$ cat src/rtl/serial_adder_pkg.sv
// Shared types and sizing helpers for the digit-serial add/subtract unit.
package serial_adder_pkg;

   typedef enum logic [1:0] {IDLE, RUN, DONE} state_e;

   function automatic int calc_steps(input int width, input int digit);
      return width / digit;
   endfunction

   // Step counter needs at least one bit even when a single step suffices.
   function automatic int cnt_width(input int steps);
      return (steps > 1) ? $clog2(steps) : 1;
   endfunction

endpackage

$ cat src/rtl/FullAdder.sv
// Single-bit full adder cell composed of two half adders.
module FullAdder (
   input  logic a_i,
   input  logic b_i,
   input  logic c_i,
   output logic s_o,
   output logic c_o
);

   logic s0, c0, c1;

   HalfAdder u_ha0 (.a_i(a_i), .b_i(b_i), .s_o(s0),  .c_o(c0));
   HalfAdder u_ha1 (.a_i(s0),  .b_i(c_i), .s_o(s_o), .c_o(c1));

   assign c_o = c0 | c1;

endmodule

$ cat src/rtl/HalfAdder.sv
// Single-bit half adder cell.
module HalfAdder (
   input  logic a_i,
   input  logic b_i,
   output logic s_o,
   output logic c_o
);

   assign s_o = a_i ^ b_i;
   assign c_o = a_i & b_i;

endmodule

$ cat src/rtl/adder_slice.sv
// W-bit ripple-carry slice; also exposes the carry into its top bit for overflow detection.
module adder_slice #(
   parameter int W = 4
) (
   input  logic [W-1:0] a,
   input  logic [W-1:0] b,
   input  logic         cin,
   output logic [W-1:0] sum,
   output logic         cout,
   output logic         c_msb_in
);

   logic [W:0] c;

   assign c[0] = cin;

   // Every bit carries a b operand and a ripple carry, so every cell is a full adder.
   for (genvar i = 0; i < W; i++) begin : g_bit
      FullAdder u_fa (
         .a_i(a[i]),
         .b_i(b[i]),
         .c_i(c[i]),
         .s_o(sum[i]),
         .c_o(c[i+1])
      );
   end

   assign cout     = c[W];
   assign c_msb_in = c[W-1];

endmodule

$ cat src/rtl/serial_adder.sv
// Digit-serial add/subtract: WIDTH-bit operands consumed DIGIT bits per clock, LSB first,
// with valid/ready handshakes on both sides and carry/borrow plus signed overflow.
module serial_adder
   import serial_adder_pkg::*;
#(
   parameter int WIDTH = 16,
   parameter int DIGIT = 4
) (
   input  logic             clk,
   input  logic             rst,
   input  logic             in_valid,
   output logic             in_ready,
   input  logic [WIDTH-1:0] A,
   input  logic [WIDTH-1:0] B,
   input  logic             sub,
   output logic             out_valid,
   input  logic             out_ready,
   output logic [WIDTH:0]   ans,
   output logic             ovf
);

   localparam int STEPS = calc_steps(WIDTH, DIGIT);
   localparam int CW    = cnt_width(STEPS);
   localparam logic [CW-1:0] LAST = CW'(STEPS - 1);

   if (WIDTH < 1 || DIGIT < 1 || (WIDTH % DIGIT) != 0) begin : g_bad_param
      $fatal(1, "serial_adder: DIGIT must be >= 1 and divide WIDTH exactly");
   end

   state_e           state_q, state_d;
   logic [CW-1:0]    cnt_q, cnt_d;
   logic             carry_q, carry_d;
   logic             sub_q, sub_d;
   logic [WIDTH-1:0] a_q, a_d;
   logic [WIDTH-1:0] b_q, b_d;
   logic [WIDTH-1:0] res_q, res_d;
   logic [WIDTH:0]   ans_q, ans_d;
   logic             ovf_q, ovf_d;

   logic [DIGIT-1:0]       dsum;
   logic                   dcout, dcmsb;
   logic [WIDTH+DIGIT-1:0] res_cat;
   logic [WIDTH-1:0]       res_next;

   adder_slice #(.W(DIGIT)) u_slice (
      .a       (a_q[DIGIT-1:0]),
      .b       (b_q[DIGIT-1:0]),
      .cin     (carry_q),
      .sum     (dsum),
      .cout    (dcout),
      .c_msb_in(dcmsb)
   );

   // New digit enters at the MSB end so the full result lines up after STEPS shifts.
   assign res_cat  = {dsum, res_q};
   assign res_next = res_cat[WIDTH+DIGIT-1:DIGIT];

   always_comb begin
      state_d = state_q;
      cnt_d   = cnt_q;
      carry_d = carry_q;
      sub_d   = sub_q;
      a_d     = a_q;
      b_d     = b_q;
      res_d   = res_q;
      ans_d   = ans_q;
      ovf_d   = ovf_q;
      case (state_q)
         IDLE: begin
            if (in_valid) begin
               a_d     = A;
               b_d     = sub ? ~B : B;
               sub_d   = sub;
               carry_d = sub;
               cnt_d   = '0;
               res_d   = '0;
               state_d = RUN;
            end
         end
         RUN: begin
            a_d     = a_q >> DIGIT;
            b_d     = b_q >> DIGIT;
            carry_d = dcout;
            res_d   = res_next;
            cnt_d   = cnt_q + CW'(1);
            if (cnt_q == LAST) begin
               state_d = DONE;
               // Subtraction carry-out is inverted so ans[WIDTH] reads as borrow.
               ans_d   = {sub_q ? ~dcout : dcout, res_next};
               ovf_d   = dcmsb ^ dcout;
            end
         end
         DONE: begin
            if (out_ready) state_d = IDLE;
         end
         default: state_d = IDLE;
      endcase
   end

   always_ff @(posedge clk) begin
      if (rst) begin
         state_q <= IDLE;
         cnt_q   <= '0;
         carry_q <= 1'b0;
         sub_q   <= 1'b0;
         a_q     <= '0;
         b_q     <= '0;
         res_q   <= '0;
         ans_q   <= '0;
         ovf_q   <= 1'b0;
      end else begin
         state_q <= state_d;
         cnt_q   <= cnt_d;
         carry_q <= carry_d;
         sub_q   <= sub_d;
         a_q     <= a_d;
         b_q     <= b_d;
         res_q   <= res_d;
         ans_q   <= ans_d;
         ovf_q   <= ovf_d;
      end
   end

   assign in_ready  = (state_q == IDLE);
   assign out_valid = (state_q == DONE);
   assign ans       = ans_q;
   assign ovf       = ovf_q;

endmodule

$ cat config.mk
export PLATFORM = sky130hd
export DESIGN_NAME = serial_adder
export DESIGN_NICKNAME = d
export VERILOG_FILES = /design/src/rtl/serial_adder_pkg.sv /design/src/rtl/FullAdder.sv /design/src/rtl/HalfAdder.sv /design/src/rtl/adder_slice.sv /design/src/rtl/serial_adder.sv
export SDC_FILE = /design/constraint.sdc
export NUM_CORES = 1
export LEC_CHECK = 0
export CORE_UTILIZATION = 40
export CTS_CLUSTER_DIAMETER = 80
export DETAILED_ROUTE_END_ITERATION = 6
export GPL_TIMING_DRIVEN = 0
export PLACE_DENSITY = 0.67
export SKIP_LAST_GASP = 1
export SLEW_MARGIN = 20
export SYNTH_ARGS = -nofsm -noshare
export SYNTH_HDL_FRONTEND = slang
export SYNTH_SLANG_ARGS = --single-unit
$ cat constraint.sdc
create_clock -name clk -period 2.1 [get_ports clk]
set_input_delay 0.315 -clock clk [delete_from_list [all_inputs] [get_ports clk]]
set_output_delay 0.315 -clock clk [all_outputs]
set_load 0.03 [all_outputs]
==> run_results.csv <==
group,metric,value,unit
detailed_routing,dr.pass1.iters,4,
yosys,netlist_area,0.00283,mm2
yosys,synth_edf_count,0,
power,swShare,0.270,
hold_path,hp-class,"register to register",
placement,dpl.cell_count,451,
yosys,synthFlopType,"dfxtp_1",
clocking,cts_root_buf,"clkbuf_8",
worst_setup_path,end_kind,"register",
timing,setup_ws,-0.0479,ns
cells_and_area,fillers,675,
cells_and_area,antenna-diode-count,0,
yosys,yosysMostFrequentCell,"dfxtp_1",
cells_and_area,num-nets-final,411,
yosys,yosys-top-cells-count,"dfxtp_1 (68), nor2_1 (48), nand2_1 (33)",
cells_and_area,synthToLayoutAreaGrowth,33.0,%
floorplanning,die_w,86.2,um
yosys,synthesis.nets,343,
clocking,numCtsBuffers,9,
power,cellInternalPower,2120,uW
yosys,synth-seq-cells,68,
global_routing,grt_pass1_wl,10.5,mm
power,clkPwrFrac,0.388,
yosys,yosysSeqAreaShare,0.481,
worst_setup_path,crit_type,"register to register",
cells_and_area,layout.cells.non_filler,470,
power,p_comb_frac,0.132,
outcome,violations,"negative setup slack",
floorplanning,top_level_ports,57,
timing,clock.fmax,466,MHz
clocking,tritoncts,"built",
timing,post-route-min-period,2.15,ns
timing,slew_headroom,0.564,
floorplanning,fp.dieH,86.2,um
yosys,async_flop_share,0,
detailed_routing,route.vias.total,2338,
detailed_routing,drtAntennaViolNets,0,
worst_setup_path,worstPathArrival,2.44,ns
yosys,yosysTopAreaCellShare,0.481,
global_routing,overflow,0,
clocking,insertion_delay,0.35,ns
yosys,netlist_instances,301,
worst_setup_path,required,2.39,ns
floorplanning,start_util,0.415,
timing,tightest_slew,0.651,ns
flow_run,max_cap_viol_count,0,
detailed_routing,wirelength,6.36,mm
placement,port_buffers,54,
clocking,postCtsHoldBufs,0,
yosys,ys_warn_count,0,
detailed_routing,via_per_inst,4.97,
worst_setup_path,start_kind,"register",
clocking,cts.sinks,68,
timing,holdWs,0.456,ns
floorplanning,fp.coreArea,0.00683,mm2
yosys,synth_largest_area_cell,"dfxtp_1",
worst_setup_path,r2r_slack,-0.05,ns
floorplanning,die-area,0.00742,mm2
placement,place_congestion,0.766,
worst_setup_path,rr_worst_depth,9,
clocking,h-tree-depth,3,
yosys,synth_area_leaders,"dfxtp_1 (48%), nor2_1 (6.4%), a22oi_1 (6.1%)",
yosys,ys_types,30,
global_routing,grt_max_degree,15,
power,seqPwrFrac,0.480,
worst_setup_path,path_max_fanout,2,
timing,grt_setup_unrepaired,"true",
timing,period_share,1.02,
clocking,clk_pin_slew,0.08,ns
global_routing,grt_pass1_vias,2213,
timing,fin_skew,0.0111,ns
floorplanning,fp-row-count,30,
detailed_routing,drtIter0Drc,79,
yosys,avgSynthCellArea,9.41,um2
hold_path,worstHoldPathCells,2,
power,switchingPower,784,uW
clocking,max-clock-path-buffers,2,
global_routing,antenna_found_initial,0,
power,p_leak,0.00141,uW
power,max-vdd-ir-drop,430,uV
timing,slew_viol_final,0,
global_routing,grt.total_usage,0.184,
power,p_total,2900,uW
cells_and_area,drive_gt1_frac,0.150,
power,power.density,771,mW/mm2
detailed_routing,drc,0,
placement,dp_hpwl,4.47,mm
timing,finalHoldViolCount,0,
timing,setup_viol,2,
outcome,run_status,"complete, but fails checks",
detailed_routing,wl_per_cell,13.5,um
## cell families after synthesis
logic type	after synthesis	share of synthesized area
adders and majority gates	5	0.0327
DFF	68	0.481
and+or+nand+nor	93	0.140
muxes	14	0.0495
AOI/OAI and AO/OA	72	0.183
xor gates and xnor gates	18	0.0557
buffers and inverters	31	0.0583
## what timing repair did
item                                    CTS  global route
endpoints found under the setup margin    6             6
pin swaps                                 8             5
buffers inserted                          2             1
resized for setup                         7             3
## state kept, by name, indices dropped and copies added (netlist names)
register  count
a_q          16
ans          17
b_q          16
carry_q       1
cnt_q         2
ovf           1
res_q        12
state_q       2
sub_q         1
## power groups by stage
stage	Combinational (uW)	Clock (uW)	Sequential, uW
final	383	1130	1390
after global routing	422	1190	1400
after CTS	379	1140	1390
after detailed placement	368	0	1420
after global placement	364	0	1420
after floorplan	237	0	1410
## worst max-delay path: stages, from the launching register on
cell       delay, ns
dfxtp_2         0.34
fa_2            0.38
inv_2           0.06
fa_2            0.18
inv_2           0.04
fa_2            0.35
inv_2           0.07
fa_2            0.46
a2bb2oi_2       0.14
nor2_1          0.08
## final timing paths
path | from | to
worst max-delay path | b_q[0] | res_q[15]
worst min-delay path | res_q[5] | ans[1]
worst max register to register | b_q[0] | res_q[15]
worst min register to register | res_q[5] | ans[1]
## metal layers
layer,track usage,up-vias,wire (um)
met1,0.238,1089,2970
li1,-,1175,-
met3,0.0356,9,274
met4,0.0591,0,76
met5,0,-,0
met2,0.308,65,3040
## cell usage in the layout, fill, tap and decap left out, types with 5 or more instances in the layout
cell / synthesis / final
mux2i_1: 14 / 14
dfxtp_1: 68 / 65
xnor2_1: 14 / 12
a22oi_1: 23 / 23
a211oi_1: 15 / 14
clkbuf_1: 7 / 7
a221o_1: 8 / 8
nor2_1: 48 / 48
a21oi_1: 18 / 17
buf_4: 4 / 7
nand2_1: 33 / 33
clkdlybuf4s50_1: 0 / 52
inv_1: 8 / 5
clkbuf_8: 0 / 9
buf_2: 9 / 9
## area by class of cell
| cell class | count | area, um2 | share of cell area |
|---|---|---|---|
| sequential | 68 | 1370 | 0.362 |
| multi-input combinational | 202 | 1350 | 0.357 |
| timing repair buffer | 57 | 564 | 0.150 |
| buffer | 23 | 135 | 0.0359 |
| clock buffer | 9 | 124 | 0.0329 |
| tap | 96 | 120 | 0.0319 |
| clock inverter | 7 | 83.8 | 0.0222 |
| inverter | 8 | 30.0 | 0.00797 |
## stage by stage
step | util | cell area (um2) | setup TNS (ns) | worst slack (ns)
global placement | 0.513 | 3500 | -0.469 | -0.155
detailed placement | 0.513 | 3500 | -0.503 | -0.161
floorplan | - | 2840 | 0 | 0.00155
finish | 0.552 | 3770 | -0.0789 | -0.0479
global route | 0.552 | 3770 | -0.261 | -0.0981
CTS | 0.549 | 3750 | -0.0895 | -0.0554
Note: power is estimated with default switching activity, not from simulation.
